<file path="src/rtl/game_pkg.sv">
// Shared VGA timing defaults (1280x800) and the receiver lock-state encoding.
package game_pkg;
  localparam int   DEF_H_ACTIVE = 1280;
  localparam int   DEF_H_FP     = 72;
  localparam int   DEF_H_SYNC   = 128;
  localparam int   DEF_H_BP     = 200;
  localparam int   DEF_V_ACTIVE = 800;
  localparam int   DEF_V_FP     = 3;
  localparam int   DEF_V_SYNC   = 6;
  localparam int   DEF_V_BP     = 22;
  localparam logic DEF_HS_POL   = 1'b0;
  localparam logic DEF_VS_POL   = 1'b1;

  localparam logic [10:0] HCNT_MAX = 11'd2047;
  localparam logic [9:0]  VCNT_MAX = 10'd1023;

  typedef enum logic [1:0] {
    SEARCH = 2'd0,
    ALIGN  = 2'd1,
    LOCKED = 2'd2
  } rx_state_e;
endpackage

</file>
<file path="src/rtl/sync_edge_det.sv">
// Registers one sync pin and flags the cycle it first shows the active level.
module sync_edge_det #(
  parameter logic POL = 1'b0
) (
  input  logic clk,
  input  logic rst,
  input  logic sync_in,
  output logic lead_o
);
  logic sync_q, sync_d;
  logic prev_q, prev_d;

  always_comb begin
    sync_d = sync_in;
    prev_d = sync_q;
  end

  // Reset to the inactive level so a stream that starts in sync still yields an edge.
  always_ff @(posedge clk or posedge rst) begin
    if (rst) begin
      sync_q <= ~POL;
      prev_q <= ~POL;
    end else begin
      sync_q <= sync_d;
      prev_q <= prev_d;
    end
  end

  assign lead_o = (sync_q == POL) && (prev_q != POL);
endmodule

</file>
<file path="src/rtl/vga_rx_decoder.sv">
// Recovers pixel coordinates and lock status from a VGA sync/colour stream.
// Pins are registered once, decoded outputs once more: two cycles pin-to-output.
module vga_rx_decoder
  import game_pkg::*;
#(
  parameter int   H_ACTIVE = DEF_H_ACTIVE,
  parameter int   H_FP     = DEF_H_FP,
  parameter int   H_SYNC   = DEF_H_SYNC,
  parameter int   H_BP     = DEF_H_BP,
  parameter int   V_ACTIVE = DEF_V_ACTIVE,
  parameter int   V_FP     = DEF_V_FP,
  parameter int   V_SYNC   = DEF_V_SYNC,
  parameter int   V_BP     = DEF_V_BP,
  parameter logic HS_POL   = DEF_HS_POL,
  parameter logic VS_POL   = DEF_VS_POL
) (
  input  logic        clk,
  input  logic        rst,
  input  logic        hsync,
  input  logic        vsync,
  input  logic [3:0]  pix_r,
  input  logic [3:0]  pix_g,
  input  logic [3:0]  pix_b,
  output logic [10:0] rx_x,
  output logic [9:0]  rx_y,
  output logic [3:0]  rx_r,
  output logic [3:0]  rx_g,
  output logic [3:0]  rx_b,
  output logic        rx_de,
  output logic        frame_start,
  output logic        locked,
  output logic        timing_err
);
  localparam int H_TOTAL = H_SYNC + H_BP + H_ACTIVE + H_FP;
  localparam int V_TOTAL = V_SYNC + V_BP + V_ACTIVE + V_FP;

  localparam logic [10:0] H_LAST = 11'(H_TOTAL - 1);
  localparam logic [10:0] X_BEG  = 11'(H_SYNC + H_BP);
  localparam logic [10:0] X_END  = 11'(H_SYNC + H_BP + H_ACTIVE);
  localparam logic [9:0]  V_LAST = 10'(V_TOTAL - 1);
  localparam logic [9:0]  Y_BEG  = 10'(V_SYNC + V_BP);
  localparam logic [9:0]  Y_END  = 10'(V_SYNC + V_BP + V_ACTIVE);

  logic hs_lead, vs_lead;

  sync_edge_det #(.POL(HS_POL)) u_hs_det (
    .clk     (clk),
    .rst     (rst),
    .sync_in (hsync),
    .lead_o  (hs_lead)
  );

  sync_edge_det #(.POL(VS_POL)) u_vs_det (
    .clk     (clk),
    .rst     (rst),
    .sync_in (vsync),
    .lead_o  (vs_lead)
  );

  logic [11:0] pix_q, pix_d;
  logic [10:0] hcnt_q, hcnt_d;
  logic [9:0]  vcnt_q, vcnt_d;
  logic        vpend_q, vpend_d;
  rx_state_e   state_q, state_d;

  logic [10:0] rx_x_q, rx_x_d;
  logic [9:0]  rx_y_q, rx_y_d;
  logic [11:0] rx_rgb_q, rx_rgb_d;
  logic        rx_de_q, rx_de_d;
  logic        frame_start_q, frame_start_d;
  logic        locked_q, locked_d;
  logic        timing_err_q, timing_err_d;

  logic h_sat, mismatch, in_win;

  always_comb begin
    pix_d   = {pix_r, pix_g, pix_b};
    hcnt_d  = hcnt_q;
    vcnt_d  = vcnt_q;
    vpend_d = vpend_q;

    // hcnt_d/vcnt_d are the coordinates of the sample now in the input registers.
    if (hs_lead) begin
      hcnt_d  = '0;
      vpend_d = 1'b0;
      if (vpend_q || vs_lead)      vcnt_d = '0;
      else if (vcnt_q != VCNT_MAX) vcnt_d = vcnt_q + 10'd1;
    end else begin
      if (hcnt_q != HCNT_MAX) hcnt_d = hcnt_q + 11'd1;
      if (vs_lead)            vpend_d = 1'b1;
    end

    h_sat    = !hs_lead && (hcnt_q == HCNT_MAX - 11'd1);
    mismatch = (hs_lead && (hcnt_q != H_LAST)) || h_sat ||
               (vs_lead && (vcnt_q != V_LAST));

    state_d      = state_q;
    timing_err_d = 1'b0;
    case (state_q)
      SEARCH: if (vs_lead) state_d = ALIGN;
      ALIGN: begin
        if (mismatch) begin
          state_d      = SEARCH;
          timing_err_d = 1'b1;
        end else if (vs_lead) begin
          state_d = LOCKED;
        end
      end
      LOCKED: begin
        if (mismatch) begin
          state_d      = SEARCH;
          timing_err_d = 1'b1;
        end
      end
      default: state_d = SEARCH;
    endcase

    // Qualify with next state so the mismatch cycle already shows unlocked.
    in_win        = (hcnt_d >= X_BEG) && (hcnt_d < X_END) &&
                    (vcnt_d >= Y_BEG) && (vcnt_d < Y_END);
    locked_d      = (state_d == LOCKED);
    rx_de_d       = locked_d && in_win;
    rx_x_d        = rx_de_d ? hcnt_d - X_BEG : '0;
    rx_y_d        = rx_de_d ? vcnt_d - Y_BEG : '0;
    rx_rgb_d      = rx_de_d ? pix_q : '0;
    frame_start_d = rx_de_d && (hcnt_d == X_BEG) && (vcnt_d == Y_BEG);
  end

  always_ff @(posedge clk or posedge rst) begin
    if (rst) begin
      pix_q         <= '0;
      hcnt_q        <= '0;
      vcnt_q        <= '0;
      vpend_q       <= 1'b0;
      state_q       <= SEARCH;
      rx_x_q        <= '0;
      rx_y_q        <= '0;
      rx_rgb_q      <= '0;
      rx_de_q       <= 1'b0;
      frame_start_q <= 1'b0;
      locked_q      <= 1'b0;
      timing_err_q  <= 1'b0;
    end else begin
      pix_q         <= pix_d;
      hcnt_q        <= hcnt_d;
      vcnt_q        <= vcnt_d;
      vpend_q       <= vpend_d;
      state_q       <= state_d;
      rx_x_q        <= rx_x_d;
      rx_y_q        <= rx_y_d;
      rx_rgb_q      <= rx_rgb_d;
      rx_de_q       <= rx_de_d;
      frame_start_q <= frame_start_d;
      locked_q      <= locked_d;
      timing_err_q  <= timing_err_d;
    end
  end

  assign rx_x        = rx_x_q;
  assign rx_y        = rx_y_q;
  assign rx_r        = rx_rgb_q[11:8];
  assign rx_g        = rx_rgb_q[7:4];
  assign rx_b        = rx_rgb_q[3:0];
  assign rx_de       = rx_de_q;
  assign frame_start = frame_start_q;
  assign locked      = locked_q;
  assign timing_err  = timing_err_q;
endmodule

</file>
<file path="config.mk">
export PLATFORM = sky130hd
export DESIGN_NAME = vga_rx_decoder
export DESIGN_NICKNAME = d
export VERILOG_FILES = /design/src/rtl/game_pkg.sv /design/src/rtl/sync_edge_det.sv /design/src/rtl/vga_rx_decoder.sv
export SDC_FILE = /design/constraint.sdc
export NUM_CORES = 1
export LEC_CHECK = 0
export ABC_AREA = 0
export CAP_MARGIN = 25
export CORE_MARGIN = 4
export CORE_UTILIZATION = 50
export CTS_CLUSTER_SIZE = 16
export DETAILED_ROUTE_END_ITERATION = 6
export GPL_TIMING_DRIVEN = 0
export PLACE_DENSITY = 0.74
export SYNTH_ARGS = -nofsm -noshare
export SYNTH_HDL_FRONTEND = slang
export SYNTH_SLANG_ARGS = --single-unit
</file>
<file path="constraint.sdc">
create_clock -name clk -period 7.3 [get_ports clk]
set_input_delay 0.73 -clock clk [delete_from_list [all_inputs] [get_ports clk]]
set_output_delay 0.73 -clock clk [all_outputs]
set_load 0.01 [all_outputs]
</file>
==> results of run 1 <==
-- layer usage --
layer / vias to the layer above / GRT usage / routed length (um)
met3: 11 / 0.0489 / 348
met4: 0 / 0.0637 / 106
met1: 1397 / 0.255 / 3440
met2: 60 / 0.328 / 4230
li1: 1342 / - / -
met5: - / 0 / 0
-- Yosys cell counts (all sizes together) (3+ instances only) --
library cell,instances
dfrtp,75
nor3,42
inv,28
nor2,19
buf,12
nand2,12
ha,11
nand3,10
nand4,8
o21ai,8
a31oi,7
nor3b,7
xnor2,7
a21oi,6
and3,6
nor4,6
xor2,6
o311ai,5
a211oi,4
nand2b,4
nor2b,4
a41o,3
and2,3
and4,3
or4,3
-- kinds of logic (layout without fill, tap and decap cells) --
kind of cell             count (synthesis)  in the layout  share of synthesized area
AO/OA/AOI/OAI                           55             55                      0.116
XOR/XNOR                                13             13                     0.0300
adder cells (fa/ha/maj)                 11             11                     0.0363
buffers and inverters                   41            110                     0.0600
flip-flops                              77             77                      0.509
multiplexers                             1              1                    0.00264
AND/OR/NAND/NOR                        137            137                      0.246
-- state kept, by name, summed over array words and instances (netlist names), 2 cells and up --
register,count
pix_q,12
rx_x,11
vcnt_q,10
rx_rgb_q,12
rx_y,10
state_q,2
hcnt_q,11
-- final timing paths --
kind                                  from         endpoint  cells after the start
min reg2reg                u_hs_det.prev_d  u_hs_det.prev_q                      0
min                        u_hs_det.prev_d  u_hs_det.prev_q                      0
max in group asynchronous              rst  u_hs_det.prev_d                      3
max reg2reg                      hcnt_q[1]          rx_y[2]                     13
max                              hcnt_q[1]          rx_y[2]                     13
min in group asynchronous              rst         pix_q[8]                      2
-- through the flow --
| step | instances | hold slack, ns | instance area [sq um] |
|---|---|---|---|
| after CTS | 503 | 0.387 | 4670 |
| after global routing | 503 | 0.397 | 4670 |
| after floorplan | 335 | 0.365 | 3790 |
| after global placement | 486 | 0.376 | 4440 |
| final | 503 | 0.390 | 4670 |
| after detailed placement | 487 | 0.378 | 4470 |
-- where the power goes --
part | internal [mW] | total [mW] | switching, mW
sequential | 0.450 | 0.478 | 0.0282
combinational | 0.0592 | 0.140 | 0.0811
clock | 0.163 | 0.332 | 0.169
total | 0.672 | 0.951 | 0.278
-- worst max-delay path: stages (launching register included) --
cell	delay, ns
dfrtp_1	0.46
ha_1	0.32
and3_1	0.19
buf_4	0.16
nand3_4	0.13
a31o_2	0.31
ha_1	0.25
nor2b_1	0.14
a2111oi_0	0.61
nand2_1	0.21
a41o_1	0.29
buf_6	0.14
buf_6	0.15
nor3_2	0.19
-- final cells by class --
cell class,count,area [sq um],area share
Clock buffer,9,124,0.0265
Clock inverter,7,78.8,0.0169
Inverter,28,108,0.0230
Multi-Input combinational cell,217,1640,0.350
Tap cell,99,124,0.0265
Buffer,13,123,0.0263
Timing Repair Buffer,53,548,0.117
Sequential cell,77,1930,0.413
==> results.tsv, run 1 <==
metric	value	unit
max-cap violation count	0	
RSZ-0062 raised after global routing	no	
post-synth top area share	0.495	
Mapped Cells	335	
vias in the first global route	2792	
drt total wl	8130	um
endpoint class of the critical path	register	
CTS tree	yes	
pwr/cell area	204	nW/um^2
Clock Latency Late Sink	0.35	ns
CTS root buf	clkbuf_8	
GPL Wtd Cong	0.899	
Synth Cell Area	3790	sq um
Final Util	0.637	
Via density	5.59	
VDD IR-drop max	122	uV
maximum number of pins on one net before global-route repair	68	
initial antenna violation count	0	
GRT Util Overall	0.198	
Yosys Warn Count	0	
worst slew pin tran	0.686	ns
Top FF cell, synth	dfrtp_1	
nets	426	
Max Buffers Root-to-Sink	2	
Hold-fix buffers, CTS	0	
Detail Route Antenna Nets	0	
vias post-DR	2810	
post-CTS setup buffer count	0	
reg2reg setup slack	3.68	ns
EDFF count, synth	0	
area grow syn2layout	23.1	%
most common cell after layout, fill and taps aside	dfrtp_1	
Worst Path Arrival	3.89	ns
min Tclk post-route	3.62	ns
Setup-failing EPs final	0	
Detailed Place HPWL	5870	um
residual DRC count	0	
die area	9040	sq um
Design Power	951	uW
Worst EP required	7.57	ns
clock slew at reported path FFs	0.09	ns
WS Path Type	register to register	
# fillers	597	
1st-iter DRT viols	81	
IO Count	53	
Crit Path Max Fanout	10	
Mapped Nets	362	
Rel. slew slack	0.540	
Worst Hold Class	register to register	
# clock sinks	77	
largest area contributor in the netlist	dfrtp_1	
Lkg Pwr	1.97	nW
PostCTS Resize Cnt	0	
Std-Cell Rows	31	
status	complete, no violations	
Layout Skew	0.0104	ns
CTS Buf Count	9	
Yosys reg bits	77	
TNS Setup	0	ns
Initial DRT Pass Iterations	4	
most frequent cells in the layout	75 x dfrtp_1, 52 x clkdlybuf4s50_1, 31 x nor3_2	
Worst setup SP type	register	
Final Hold Vio Count	0	
Cell variety after synth	64	
Clock H-tree levels	3	
WL/cell	16.2	um
top cells by area, synth	dfrtp_1 49%, nor3_2 8.2%, ha_1 3.6%	
Die H	95.1	um
starting density of the core	0.517	
ANT cells	0	
first-pass GRT wire length	13700	um
Die Wd	95.1	um
Setup WS post-layout	3.68	ns
core area	7330	sq um
fmax	0.276	GHz
Final period util	0.496	
Async SR Flop Fraction	1.00	
I/O Buffers	52	
Setup WS pre-CTS	3.77	ns
GRT overflow	0	
syn avg cell area	11.3	sq um
sequential-to-total area share from yosys stat	0.509	
max-slew violation count	0	
layout cell share with drive strength beyond 1	0.183	
Note: power is estimated with default switching activity, not from simulation.
==> run 2: changes to the inputs <==
--- a/config.mk
+++ b/config.mk
@@ -8,11 +8,11 @@
 export ABC_AREA = 0
 export CAP_MARGIN = 25
 export CORE_MARGIN = 4
-export CORE_UTILIZATION = 50
+export CORE_UTILIZATION = 49
 export CTS_CLUSTER_SIZE = 16
 export DETAILED_ROUTE_END_ITERATION = 6
 export GPL_TIMING_DRIVEN = 0
-export PLACE_DENSITY = 0.74
+export PLACE_DENSITY = 0.76
 export SYNTH_ARGS = -nofsm -noshare
 export SYNTH_HDL_FRONTEND = slang
 export SYNTH_SLANG_ARGS = --single-unit
==> constraint.sdc (replaced) <==
create_clock -name clk -period 3 [get_ports clk]
set_input_delay 0.3 -clock clk [delete_from_list [all_inputs] [get_ports clk]]
set_output_delay 0.3 -clock clk [all_outputs]
set_load 0.01 [all_outputs]
==> run 2 against run 1 <==
Against the previous run: global-route usage shrank 0.10 points; maximum frequency increased by 24%; wire length up 9.0%; largest power group unchanged; clock skew is 0.0023 ns higher; hold slack got worse by 0.082 ns; clock power rose by 120%; highest routed layer unchanged; worst setup slack lost 3.6 ns; final cell count up 2.6%; sequential power increased by 140%.
==> results.tsv, run 2 (same netlist as run 1, synthesis figures left out) <==
metric	value	unit
Clock Latency Late Sink	0.36	ns
first-pass GRT wire length	13800	um
register area	1930	sq um
met3 track utilization from global routing	0.0399	
IO Count	53	
1st-iter DRT viols	179	
Lkg Pwr	2.08	nW
WS Path Type	register to register	
vias in the first global route	2822	
vias post-DR	2944	
Final Util	0.667	
Crit Path Max Fanout	10	
Worst Path Arrival	3.20	ns
Largest regs	pix_q (12), rx_rgb_q (12)	
placed cells	487	
Std-Cell Rows	31	
Initial DRT Pass Iterations	4	
ANT cells	0	
Detail Route Antenna Nets	0	
residual DRC count	0	
GRT overflow	0	
clock slew at reported path FFs	0.09	ns
busiest grt layer	met2	
GRT Util Overall	0.197	
met1 usage	0.249	
drt total wl	8860	um
Rel. slew slack	0.527	
VDD IR-drop max	339	uV
most common cell after layout, fill and taps aside	dfrtp_1	
max-cap violation count	0	
# clock sinks	77	
CTS Buf Count	9	
met2 Usage GRT	0.326	
Final period util	0.975	
fmax	0.342	GHz
maximum number of pins on one net before global-route repair	41	
Critical path destination	rx_y[7]	
Setup WS post-layout	0.0743	ns
crit path launch	hcnt_q[1]	
starting density of the core	0.515	
CTS root buf	clkbuf_8	
Worst setup SP type	register	
max-slew violation count	0	
min Tclk post-route	2.93	ns
initial antenna violation count	0	
Via density	5.71	
GPL Wtd Cong	0.873	
Hold-fix buffers, CTS	0	
layout cell share with drive strength beyond 1	0.249	
worst reg2reg endpoint	rx_y[7]	
Die H	96.0	um
status	complete, no violations	
Clock H-tree levels	3	
Detailed Place HPWL	6010	um
reg2reg setup slack	0.07	ns
final std cells w/o fill	516	
core area	7370	sq um
die area	9210	sq um
Worst EP required	3.27	ns
Final Hold Vio Count	0	
Setup WS pre-CTS	-0.426	ns
Die Wd	96.0	um
R2R depth	12	
# fillers	558	
Worst Hold Class	input pin to asynchronous set/reset pin	
Design Power	2.32	mW
pwr/cell area	472	nW/um^2
area grow syn2layout	29.6	%
Worst R2R Start	hcnt_q[1]	
TNS Setup	0	ns
Max Buffers Root-to-Sink	2	
WL/cell	17.2	um
CTS tree	yes	
Layout Skew	0.0127	ns
nets	439	
worst slew pin tran	0.709	ns
most frequent cells in the layout	74 x dfrtp_1, 52 x clkdlybuf4s50_1, 27 x inv_1	
Setup-failing EPs final	0	
I/O Buffers	52	
area occupied by multi-input gates	1810	sq um
endpoint class of the critical path	register	
[run 2: metrics by stage]
stage               hold slack [ns]  cell area [sq um]
floorplan                     0.304               3790
global placement              0.378               4440
detailed placement            0.382               4460
CTS                           0.320               4740
global route                  0.336               4910
finish                        0.308               4910
[run 2: worst min path at each step]
stage / cells after the start / from / to / slack (ns)
4_1_cts: 2 / rst / rx_rgb_q[7] / 0.32
3_5_place_dp: 0 / u_hs_det.prev_d / u_hs_det.prev_q / 0.38
5_1_grt: 2 / rst / rx_rgb_q[7] / 0.34
2_1_floorplan: 0 / hsync / u_hs_det.prev_d / 0.30
3_3_place_gp: 0 / u_hs_det.prev_d / u_hs_det.prev_q / 0.38
6_report: 2 / rst / rx_rgb_q[7] / 0.31
[run 2: final cells by class]
type / count / area share
well taps: 99 / 0.0252
repair buffers: 65 / 0.129
multi-input cells: 218 / 0.368
plain buffers: 13 / 0.0262
flip-flops and latches: 77 / 0.393
clock buffers: 9 / 0.0252
inverters: 28 / 0.0219
clock inverters: 7 / 0.0115
[run 2: where the power goes]
| group | internal, mW | switching, mW |
|---|---|---|
| Clock | 0.312 | 0.419 |
| Sequential | 1.10 | 0.0630 |
| Combinational | 0.193 | 0.237 |
[run 2: repair_timing]
action | in CTS | in global routing
resized for setup | 9 | 29
cloned | 2 | 1
hold endpoints to repair | 0 | 0
pin swaps | 3 | 9
setup endpoints to repair | 35 | 35
buffers inserted | 4 | 6
[run 2: worst max-delay path, cell delays in order, from the launching register on]
cell and delay [ns]:
dfrtp_2 0.44, ha_4 0.17, and3_1 0.18, buf_6 0.14, nand3_4 0.06, buf_4 0.16, and3_1 0.20, nor3_2 0.08
or4_1 0.62, a41o_1 0.27, buf_6 0.14, buf_6 0.17, nor3_2 0.20
[run 2: layer usage]
metal / up-vias / wire length [um]
li1: 1375 / -
met1: 1489 / 3700
met2: 62 / 4610
met3: 18 / 338
met4: 0 / 204
met5: - / 0
==> RTL change (flow settings as in run 2) <==
Add an input register stage for `hsync`, `vsync`, `pix_r`, `pix_g` and `pix_b`; this delays them by one clock.
--- a/src/rtl/vga_rx_decoder.sv
+++ b/src/rtl/vga_rx_decoder.sv
@@ -41,19 +41,33 @@
   localparam logic [9:0]  Y_BEG  = 10'(V_SYNC + V_BP);
   localparam logic [9:0]  Y_END  = 10'(V_SYNC + V_BP + V_ACTIVE);
 
+  logic hsync_q;
+  logic vsync_q;
+  logic [3:0] pix_r_q;
+  logic [3:0] pix_g_q;
+  logic [3:0] pix_b_q;
+
+  always_ff @(posedge clk) begin
+    hsync_q <= hsync;
+    vsync_q <= vsync;
+    pix_r_q <= pix_r;
+    pix_g_q <= pix_g;
+    pix_b_q <= pix_b;
+  end
+
   logic hs_lead, vs_lead;
 
   sync_edge_det #(.POL(HS_POL)) u_hs_det (
     .clk     (clk),
     .rst     (rst),
-    .sync_in (hsync),
+    .sync_in (hsync_q),
     .lead_o  (hs_lead)
   );
 
   sync_edge_det #(.POL(VS_POL)) u_vs_det (
     .clk     (clk),
     .rst     (rst),
-    .sync_in (vsync),
+    .sync_in (vsync_q),
     .lead_o  (vs_lead)
   );
 
@@ -74,7 +88,7 @@
   logic h_sat, mismatch, in_win;
 
   always_comb begin
-    pix_d   = {pix_r, pix_g, pix_b};
+    pix_d   = {pix_r_q, pix_g_q, pix_b_q};
     hcnt_d  = hcnt_q;
     vcnt_d  = vcnt_q;
     vpend_d = vpend_q;
Formal check against the unedited RTL: not equivalent (a bounded check fails within 4 cycles, from zero or initial values and one cycle with rst high).
==> RTL change against run 2 <==
Non-clock buffer count grew 2; count of clock-buffer cells in the layout grew 1; worst setup slack gained 59 ps; sequential share of layout area grew 3.1 points; sequential cell count grew 14; total power grew 13%; cell area grew 6.2%; area after synthesis grew 7.4%; maximum frequency grew 2.1%; clock skew is essentially flat; first-iteration DRC count shrank 12%; synthesized cell count grew 4.2%; routed wire length shrank 1.0%; worst hold slack lost 10 ps; critical path type unchanged; largest cell class unchanged; highest routed layer unchanged.
==> RTL change: results (changes against run 2) <==
metric;value;unit;change
status;completed;;
number of global-route vias before repair;3015;;+6.8%
fin nets;455;;+3.6%
r2r setup slk;130;ps;+60 ps
via count;2978;;+1.2%
final WL;8.77;mm;-1.0%
FFs w/ async S/R, synth;84.6;%;-15 points
Synth top cells by count;dfrtp_1 (75), nor3_2 (31), inv_1 (28);;
XOR/XNOR Fraction of Synth Area;2.80;%;-0.21 points
multi-input gate share of total cell area;34.4;%;-2.4 points
Post-DP Area;4740;um^2;+6.4%
initial DRC count;158;;-12%
VDD IR max;0.270;mV;-20%
Area Growth Syn to Fin;28.1;%;
R2R depth;13;;+1
CTS Buf Count;9;;unchanged
Final HPWL DP;6.11;mm;+1.7%
Seq/Total Area, Yosys;54.3;%;+3.4 points
first-pass GRT wire length;14.5;mm;+5.5%
Worst Path Arrival;3140;ps;-60 ps
syn_nets;376;;+3.9%
count of cell types in the netlist;65;;+1.6%
worst min-delay path category;reg -> reg;;
Setup Slack @ Placement;-380;ps;+46.4 ps
largest cells by area after synthesis;dfrtp_1 (46%), nor3_2 (7.6%), dfxtp_1 (6.9%), ha_1 (3.4%), inv_1 (2.6%);;
compound-gate portion of the synthesized area;10.8;%;-0.80 points
fill count;612;;+9.7%
Slew @ Worst Pin;625;ps;-83.6 ps
clk_buf instances;10;;+1
post-route minimum period;2870;ps;-58.8 ps
Clock Sinks;91;;+18%
cell count after placement;504;;+3.5%
RR Endpoint;rx_y[4]$_DFF_PP0_;;
post-synthesis mux area share;0.246;%;-0.018 points
clock network area share;3.81;%;+0.15 points
Global Route Usage Sum;18.6;%;-1.1 points
Pleak;2.18;nW;+4.7%
largest net degree at the start of global routing;43;;+4.9%
Plain + repair buffers;80;;+2.6%
post-synthesis adder-cell area fraction;3.38;%;-0.25 points
-- RTL change: cell types whose count changed after synthesis --
cell / change
dfxtp_1: +14
-- RTL change: timing repair --
| item | 4_1_cts | 5_1_grt |
|---|---|---|
| setup buffers | 4 | 9 |
| resized for setup | 12 | 22 |
| endpoints found under the setup margin | 35 | 35 |
| pin swaps | 3 | 7 |
| cloned | 0 | 2 |
-- RTL change: layer usage --
metal  GRT usage, %  routed length [um]  vias to the layer above
li1               -                   -                     1426
met1           23.5                3790                     1474
met2           31.7                4500                       69
met3           4.21                 363                        9
met4           6.30                 114                        0
met5              0                   0                        -
-- RTL change: worst min path at each step --
stage,startpoint,end,slack [ps],depth (start not counted)
final,hsync_q$_DFF_P_,u_hs_det.prev_d$_DFF_PP1_,300,0
after global routing,hsync_q$_DFF_P_,u_hs_det.prev_d$_DFF_PP1_,310,0
after CTS,hsync_q$_DFF_P_,u_hs_det.prev_d$_DFF_PP1_,300,0
after detailed placement,hsync_q$_DFF_P_,u_hs_det.prev_d$_DFF_PP1_,290,0
after global placement,hsync_q$_DFF_P_,u_hs_det.prev_d$_DFF_PP1_,290,0
after floorplan,hsync_q$_DFF_P_,u_hs_det.prev_d$_DFF_PP1_,280,0
-- RTL change: worst max-delay path: stages, from the launching register on --
cell and delay [ps]:
dfrtp_2 400, ha_4 160, and3_1 170, buf_6 130, nand3_4 90, a31o_4 280
ha_4 170, nor2b_2 170, a2111oi_4 370, nand2_1 120, a41o_1 260, buf_6 140
buf_6 150, nor3_4 180
-- RTL change: power breakdown --
group	internal (W)	leakage (nW)	switching [W]
sequential	0.00129	1.14	0.0000678
combinational	0.000191	0.943	0.000228
clock	0.000394	0.0939	0.000444
total	0.00188	2.18	0.000740
